===== config.mk =====
export PLATFORM = sky130hd
export DESIGN_NAME = uart_tx_ctrl
export DESIGN_NICKNAME = d
export VERILOG_FILES = /design/src/rtl/uart_pkg.sv /design/src/rtl/uart_baud_tick.sv /design/src/rtl/uart_tx_ctrl.sv
export SDC_FILE = /design/constraint.sdc
export NUM_CORES = 1
export LEC_CHECK = 0
export ABC_AREA = 1
export CAP_MARGIN = 20
export CORE_ASPECT_RATIO = 0.6
export CORE_MARGIN = 1.5
export CORE_UTILIZATION = 54
export DETAILED_ROUTE_END_ITERATION = 6
export GPL_TIMING_DRIVEN = 0
export MAX_ROUTING_LAYER = met4
export PLACE_DENSITY = 0.84
export SYNTH_ARGS = -nofsm -noshare
export SYNTH_HDL_FRONTEND = slang
export SYNTH_SLANG_ARGS = --single-unit

===== constraint.sdc =====
create_clock -name clk -period 5.2 [get_ports clk]
set_input_delay 0.52 -clock clk [delete_from_list [all_inputs] [get_ports clk]]
set_output_delay 0.52 -clock clk [all_outputs]
set_load 0.01 [all_outputs]

===== src/rtl/uart_pkg.sv =====
// Shared types and constants for the UART transmit path.
package uart_pkg;

  localparam int FRAME_BITS = 11;
  localparam int DATA_BITS  = 8;

  typedef enum logic [2:0] {
    IDLE   = 3'd0,
    START  = 3'd1,
    DATA   = 3'd2,
    PARITY = 3'd3,
    STOP   = 3'd4
  } uart_state_e;

  function automatic logic parity_bit(input logic [DATA_BITS-1:0] data, input logic odd);
    return (^data) ^ odd;
  endfunction

endpackage


===== src/rtl/uart_baud_tick.sv =====
// Bit-period counter: pulses tick once every BIT_CYCLES clocks while en is high,
// and holds at zero while en is low so every enable starts a fresh period.
module uart_baud_tick #(
  parameter int BIT_CYCLES = 5
) (
  input  logic clk,
  input  logic reset,
  input  logic en,
  output logic tick
);

  localparam int CW = (BIT_CYCLES > 1) ? $clog2(BIT_CYCLES) : 1;
  localparam logic [CW-1:0] LAST = CW'(BIT_CYCLES - 1);

  logic [CW-1:0] cnt_q;
  logic [CW-1:0] cnt_d;

  // Next count: wrap at the end of each bit period, clear when disabled.
  always_comb begin
    cnt_d = cnt_q;
    if (!en) begin
      cnt_d = '0;
    end else if (cnt_q == LAST) begin
      cnt_d = '0;
    end else begin
      cnt_d = cnt_q + CW'(1);
    end
  end

  // Counter register.
  always_ff @(posedge clk) begin
    if (reset) begin
      cnt_q <= '0;
    end else begin
      cnt_q <= cnt_d;
    end
  end

  assign tick = en && (cnt_q == LAST);

endmodule


===== src/rtl/uart_tx_ctrl.sv =====
// UART transmitter: 8 data bits LSB first, one parity bit, one stop bit,
// with a one-entry holding register so a second byte can queue behind the frame.
module uart_tx_ctrl
  import uart_pkg::*;
#(
  parameter int CLK_FREQ   = 50000,
  parameter int BAUDRATE   = 10000,
  parameter int PARITY_ODD = 0
) (
  input  logic       clk,
  input  logic       reset,
  input  logic [7:0] data_in,
  input  logic       valid,
  output logic       ready,
  output logic       tx,
  output logic       busy
);

  localparam int   BIT_CYCLES = CLK_FREQ / BAUDRATE;
  localparam logic PAR_ODD    = (PARITY_ODD != 0);

  if (BIT_CYCLES < 2) begin : g_cfg_check
    $error("uart_tx_ctrl: CLK_FREQ/BAUDRATE must be at least 2");
  end

  uart_state_e          state_q, state_d;
  logic [DATA_BITS-1:0] shift_q, shift_d;
  logic [DATA_BITS-1:0] hold_q, hold_d;
  logic                 hold_full_q, hold_full_d;
  logic                 par_q, par_d;
  logic [2:0]           idx_q, idx_d;
  logic                 tx_q, tx_d;
  logic                 busy_q, busy_d;
  logic                 ready_q, ready_d;

  logic                 bit_tick;
  logic                 handshake;
  logic                 frame_load;
  logic                 from_hold;
  logic                 to_hold;
  logic [DATA_BITS-1:0] load_byte;

  uart_baud_tick #(
    .BIT_CYCLES(BIT_CYCLES)
  ) u_baud (
    .clk  (clk),
    .reset(reset),
    .en   (state_q != IDLE),
    .tick (bit_tick)
  );

  assign handshake  = valid && ready_q;
  assign from_hold  = (state_q == STOP) && bit_tick && hold_full_q;
  // A new frame starts from IDLE, or back-to-back at the final STOP cycle.
  assign frame_load = ((state_q == IDLE) && handshake) ||
                      ((state_q == STOP) && bit_tick && (hold_full_q || handshake));
  assign to_hold    = handshake && !frame_load;
  assign load_byte  = from_hold ? hold_q : data_in;

  // FSM state register.
  always_ff @(posedge clk) begin
    if (reset) begin
      state_q <= IDLE;
    end else begin
      state_q <= state_d;
    end
  end

  // FSM next-state logic.
  always_comb begin
    state_d = state_q;
    case (state_q)
      IDLE: begin
        if (handshake) state_d = START;
        else           state_d = IDLE;
      end
      START: begin
        if (bit_tick) state_d = DATA;
        else          state_d = START;
      end
      DATA: begin
        if (bit_tick && (idx_q == 3'(DATA_BITS - 1))) state_d = PARITY;
        else                                          state_d = DATA;
      end
      PARITY: begin
        if (bit_tick) state_d = STOP;
        else          state_d = PARITY;
      end
      STOP: begin
        if (bit_tick) begin
          if (hold_full_q || handshake) state_d = START;
          else                          state_d = IDLE;
        end else begin
          state_d = STOP;
        end
      end
      default: state_d = IDLE;
    endcase
  end

  // Datapath next-state: shifter, bit index, parity and holding register.
  always_comb begin
    shift_d     = shift_q;
    idx_d       = idx_q;
    par_d       = par_q;
    hold_d      = hold_q;
    hold_full_d = hold_full_q;
    if (frame_load) begin
      shift_d = load_byte;
      par_d   = parity_bit(load_byte, PAR_ODD);
      idx_d   = 3'd0;
    end else if ((state_q == DATA) && bit_tick) begin
      shift_d = {1'b0, shift_q[DATA_BITS-1:1]};
      idx_d   = idx_q + 3'd1;
    end else begin
      shift_d = shift_q;
    end
    if (to_hold) begin
      hold_d      = data_in;
      hold_full_d = 1'b1;
    end else if (from_hold) begin
      hold_full_d = 1'b0;
    end else begin
      hold_full_d = hold_full_q;
    end
  end

  // Output decode from the upcoming state so tx/busy/ready leave flops.
  always_comb begin
    tx_d    = 1'b1;
    busy_d  = 1'b0;
    ready_d = ~hold_full_d;
    case (state_d)
      IDLE: begin
        tx_d   = 1'b1;
        busy_d = 1'b0;
      end
      START: begin
        tx_d   = 1'b0;
        busy_d = 1'b1;
      end
      DATA: begin
        tx_d   = shift_d[0];
        busy_d = 1'b1;
      end
      PARITY: begin
        tx_d   = par_d;
        busy_d = 1'b1;
      end
      STOP: begin
        tx_d   = 1'b1;
        busy_d = 1'b1;
      end
      default: begin
        tx_d   = 1'b1;
        busy_d = 1'b0;
      end
    endcase
  end

  // Datapath and output registers.
  always_ff @(posedge clk) begin
    if (reset) begin
      shift_q     <= '0;
      hold_q      <= '0;
      hold_full_q <= 1'b0;
      par_q       <= 1'b0;
      idx_q       <= 3'd0;
      tx_q        <= 1'b1;
      busy_q      <= 1'b0;
      ready_q     <= 1'b1;
    end else begin
      shift_q     <= shift_d;
      hold_q      <= hold_d;
      hold_full_q <= hold_full_d;
      par_q       <= par_d;
      idx_q       <= idx_d;
      tx_q        <= tx_d;
      busy_q      <= busy_d;
      ready_q     <= ready_d;
    end
  end

  assign tx    = tx_q;
  assign busy  = busy_q;
  assign ready = ready_q;

endmodule


==> impl_metrics.yaml <==
layout:
  fin_nets: 294
  syn2layout_area_growth_pct: 15.3
  n_antenna_cell: 0
  drive_above_1_share_pct: 10.8
synthesis:
  ys_types: 31
  yosys.area.top_type_share_pct: 35.0
  syn_avg_cell_area_um2: 6.62
  syn_nets: 274
  netlist.top_cell.by_area: "dfxtp_1"
  ys_ff_latch: 30
  synth-seq-area-share_pct: 35.0
  synthTopCellsByArea: "dfxtp_1 (35%), nand2_1 (19%), inv_1 (6.6%), nand4_1 (5.8%), nor2_1 (3.9%)"
  yosysWarnings: 0
  syn-cell-area_um2: 1710
  syn_inst: 259
routing:
  vias: 1771
  drt-initial-drc-count: 133
  ant_nets: 0
  drc_errors: 0
  post_drt_wl_per_cell_um: 12.6
  drtPass1Iterations: 4
  drt-total-wl_um: 4050
  viasPerCell: 5.52
floorplan:
  die_w_um: 75.7
  io_pins: 14
  die_area_um2: 3530
  fp.coreArea_um2: 2950
  start_util_pct: 58.2
  die_y_um: 46.6
  rows: 15
clock_tree:
  clock_latency_ns: 0.29
  post_cts_buffers: 0
  cts-root-buf: "clkbuf_8"
  cts_hold_buf: 0
  htreeDepth: 2
  cts_tree: "yes"
  clk_pin_slew_ns: 0.07
  cts_resized: 0
  clk_path_buf_depth: 2
  cts_buffers: 5
  cts.sinks: 30
setup_path:
  critPathLaunchType: "flop"
  path_cells: "inv_1 -> ha_1 -> nand2_4 -> inv_1 -> o21ai_1 -> o21ai_2 -> a211oi_1 -> nand2_1 -> nand2_1 -> o21ai_0"
  cpPeakStageDelay_ns: 0.51
  critPathMaxFanout: 5
  critPathBufInv: 2
  critPathTopFamily: "compound AO/OA/AOI/OAI gates"
  crit_arrival_ns: 2.22
  critPathCaptureType: "flop"
  crit_required_ns: 5.37
  slowest_stage: "a211oi_1"
  critPathKind: "flop to flop"
timing:
  finalSetupTns_ns: 0
  skew_ns: 0.00460
  finalHoldViolCount: 0
  slew_violations: 0
  rsz0062_at_grt: "no"
  slew_headroom_pct: 58.5
  setup_violations: 0
  worstMarginPinSlew_ns: 0.619
  layout_min_cycle_time_ns: 2.05
  fmax_mhz: 487
  period_share_pct: 39.5
  fin_ws_ns: 3.15
grt:
  grt.total_usage_pct: 27.5
  grt_max_degree: 11
  grt_overflow: 0
  grt_pass1_wl_um: 6780
  antenna_found_initial: 0
  grt_pass1_vias: 1497
placement:
  portBuffers: 13
  hpwl_um: 3100
  gp_congestion: 0.927
  post-place-ws_ns: 3.11
power_and_ir_drop:
  p_switching_uw: 161
  leakage_nw: 0.937
  power.total_uw: 534
  vdd_drop_max_v: 0.000209
  power_frac_seq_pct: 47.8
  powerDensity_nw_per_um2: 270
  clkPwrFrac_pct: 34.1
  sw_frac_of_total_pct: 30.1
  pwr-share-comb_pct: 18.1
  p_int_uw: 373
run_status:
  outcome: "completed"
worst_hold_path:
  hold_class: "flop to flop"
run:
  drv_cap: 0
[cells in the mapped netlist]
| master | count |
|---|---|
| xor2_1 | 1 |
| buf_2 | 5 |
| a31oi_1 | 8 |
| nor2_4 | 1 |
| o31ai_1 | 1 |
| nand2_4 | 1 |
| nor2_1 | 18 |
| ha_1 | 4 |
| nand4_1 | 16 |
| buf_6 | 1 |
| inv_2 | 3 |
| a211oi_1 | 2 |
| o21a_1 | 1 |
| nand2_1 | 85 |
| nand3_4 | 1 |
| nand3_1 | 11 |
| a21oi_1 | 12 |
| xnor2_1 | 1 |
| o21ai_1 | 1 |
| nor2_8 | 1 |
| dfxtp_1 | 30 |
| nor2_2 | 2 |
| clkbuf_1 | 4 |
| nand3_2 | 1 |
| nor4_1 | 1 |
| or2_2 | 2 |
| o21ai_2 | 1 |
| nand2_2 | 3 |
| o21ai_0 | 10 |
| inv_1 | 30 |
| clkbuf_2 | 1 |
[metrics by stage]
step	cells	hold slack (ns)	instance area, um2	utilization (%)
floorplan	259	0.417	1710	-
global placement	314	0.442	1900	64.4
detailed placement	314	0.454	1900	64.4
CTS	321	0.469	1980	67.0
global route	321	0.490	1980	67.0
finish	321	0.462	1980	67.0
[path summary, 6_finish.rpt]
| path | startpoint | end | slack (ns) | cells past startpoint |
|---|---|---|---|---|
| max | u_baud.cnt_q[0] | busy | 3.15 | 10 |
| min | u_baud.cnt_q[0] | u_baud.cnt_q[0] | 0.46 | 1 |
| max reg2reg | u_baud.cnt_q[0] | busy | 3.15 | 10 |
| min reg2reg | u_baud.cnt_q[0] | u_baud.cnt_q[0] | 0.46 | 1 |
[worst reg2reg max path, cell delays in order, from the launching register on]
cell	delay (ns)
dfxtp_1	0.36
inv_1	0.06
ha_1	0.22
nand2_4	0.11
inv_1	0.10
o21ai_1	0.18
o21ai_2	0.11
a211oi_1	0.51
nand2_1	0.10
nand2_1	0.10
o21ai_0	0.08
[power by group through the flow]
| stage | clock network (mW) | registers [mW] | logic (mW) |
|---|---|---|---|
| global placement | 0 | 0.260 | 0.0910 |
| CTS | 0.182 | 0.255 | 0.0954 |
| finish | 0.182 | 0.256 | 0.0965 |
| global route | 0.193 | 0.257 | 0.109 |
| floorplan | 0 | 0.260 | 0.0638 |
| detailed placement | 0 | 0.260 | 0.0947 |
[flip-flops by register name, indices dropped and copies added, names as in the netlist]
register,flops
busy,1
hold_full_q,1
hold_q,8
idx_q,3
par_q,1
ready,1
shift_q,8
state_q,3
tx,1
u_baud.cnt_q,3
[layer usage]
| metal | GRT usage [%] | up-vias | share of wire (%) |
|---|---|---|---|
| met5 | - | - | 0 |
| met4 | 12.5 | 0 | 1.9 |
| met3 | 7.88 | 9 | 6.8 |
| met2 | 38.6 | 63 | 40 |
| met1 | 36.4 | 812 | 51 |
| li1 | - | 887 | - |
[logic make-up after synthesis]
logic type / Yosys count / synth area share (%)
adders and majority gates: 4 / 2.92
AOI/OAI and AO/OA: 36 / 11.9
DFF: 30 / 35.0
buffers and inverters: 44 / 10.5
and+or+nand+nor: 143 / 38.6
xor gates and xnor gates: 2 / 1.02
[cell type report]
class	instances	area, um2
clock buffers	5	68.8
inverters	33	124
well taps	42	52.6
clock inverters	2	10.0
multi-input cells	185	933
plain buffers	11	56.3
repair buffers	13	130
fillers	271	971
flip-flops and latches	30	601
[cell usage in the layout (no fill, tap or decap), types with 2 or more instances in the layout]
| cell type | synthesis | layout |
|---|---|---|
| a211oi_1 | 2 | 2 |
| a21oi_1 | 12 | 12 |
| a31oi_1 | 8 | 8 |
| buf_2 | 5 | 5 |
| clkbuf_1 | 4 | 4 |
| clkbuf_8 | 0 | 5 |
| clkdlybuf4s50_1 | 0 | 13 |
| clkinv_2 | 0 | 2 |
| dfxtp_1 | 30 | 30 |
| ha_1 | 4 | 4 |
| inv_1 | 30 | 30 |
| inv_2 | 3 | 3 |
| nand2_1 | 85 | 85 |
| nand2_2 | 3 | 3 |
| nand3_1 | 11 | 11 |
| nand4_1 | 16 | 16 |
| nor2_1 | 18 | 18 |
| nor2_2 | 2 | 2 |
| o21ai_0 | 10 | 10 |
| or2_2 | 2 | 2 |
(Power assumes the default switching activity.)
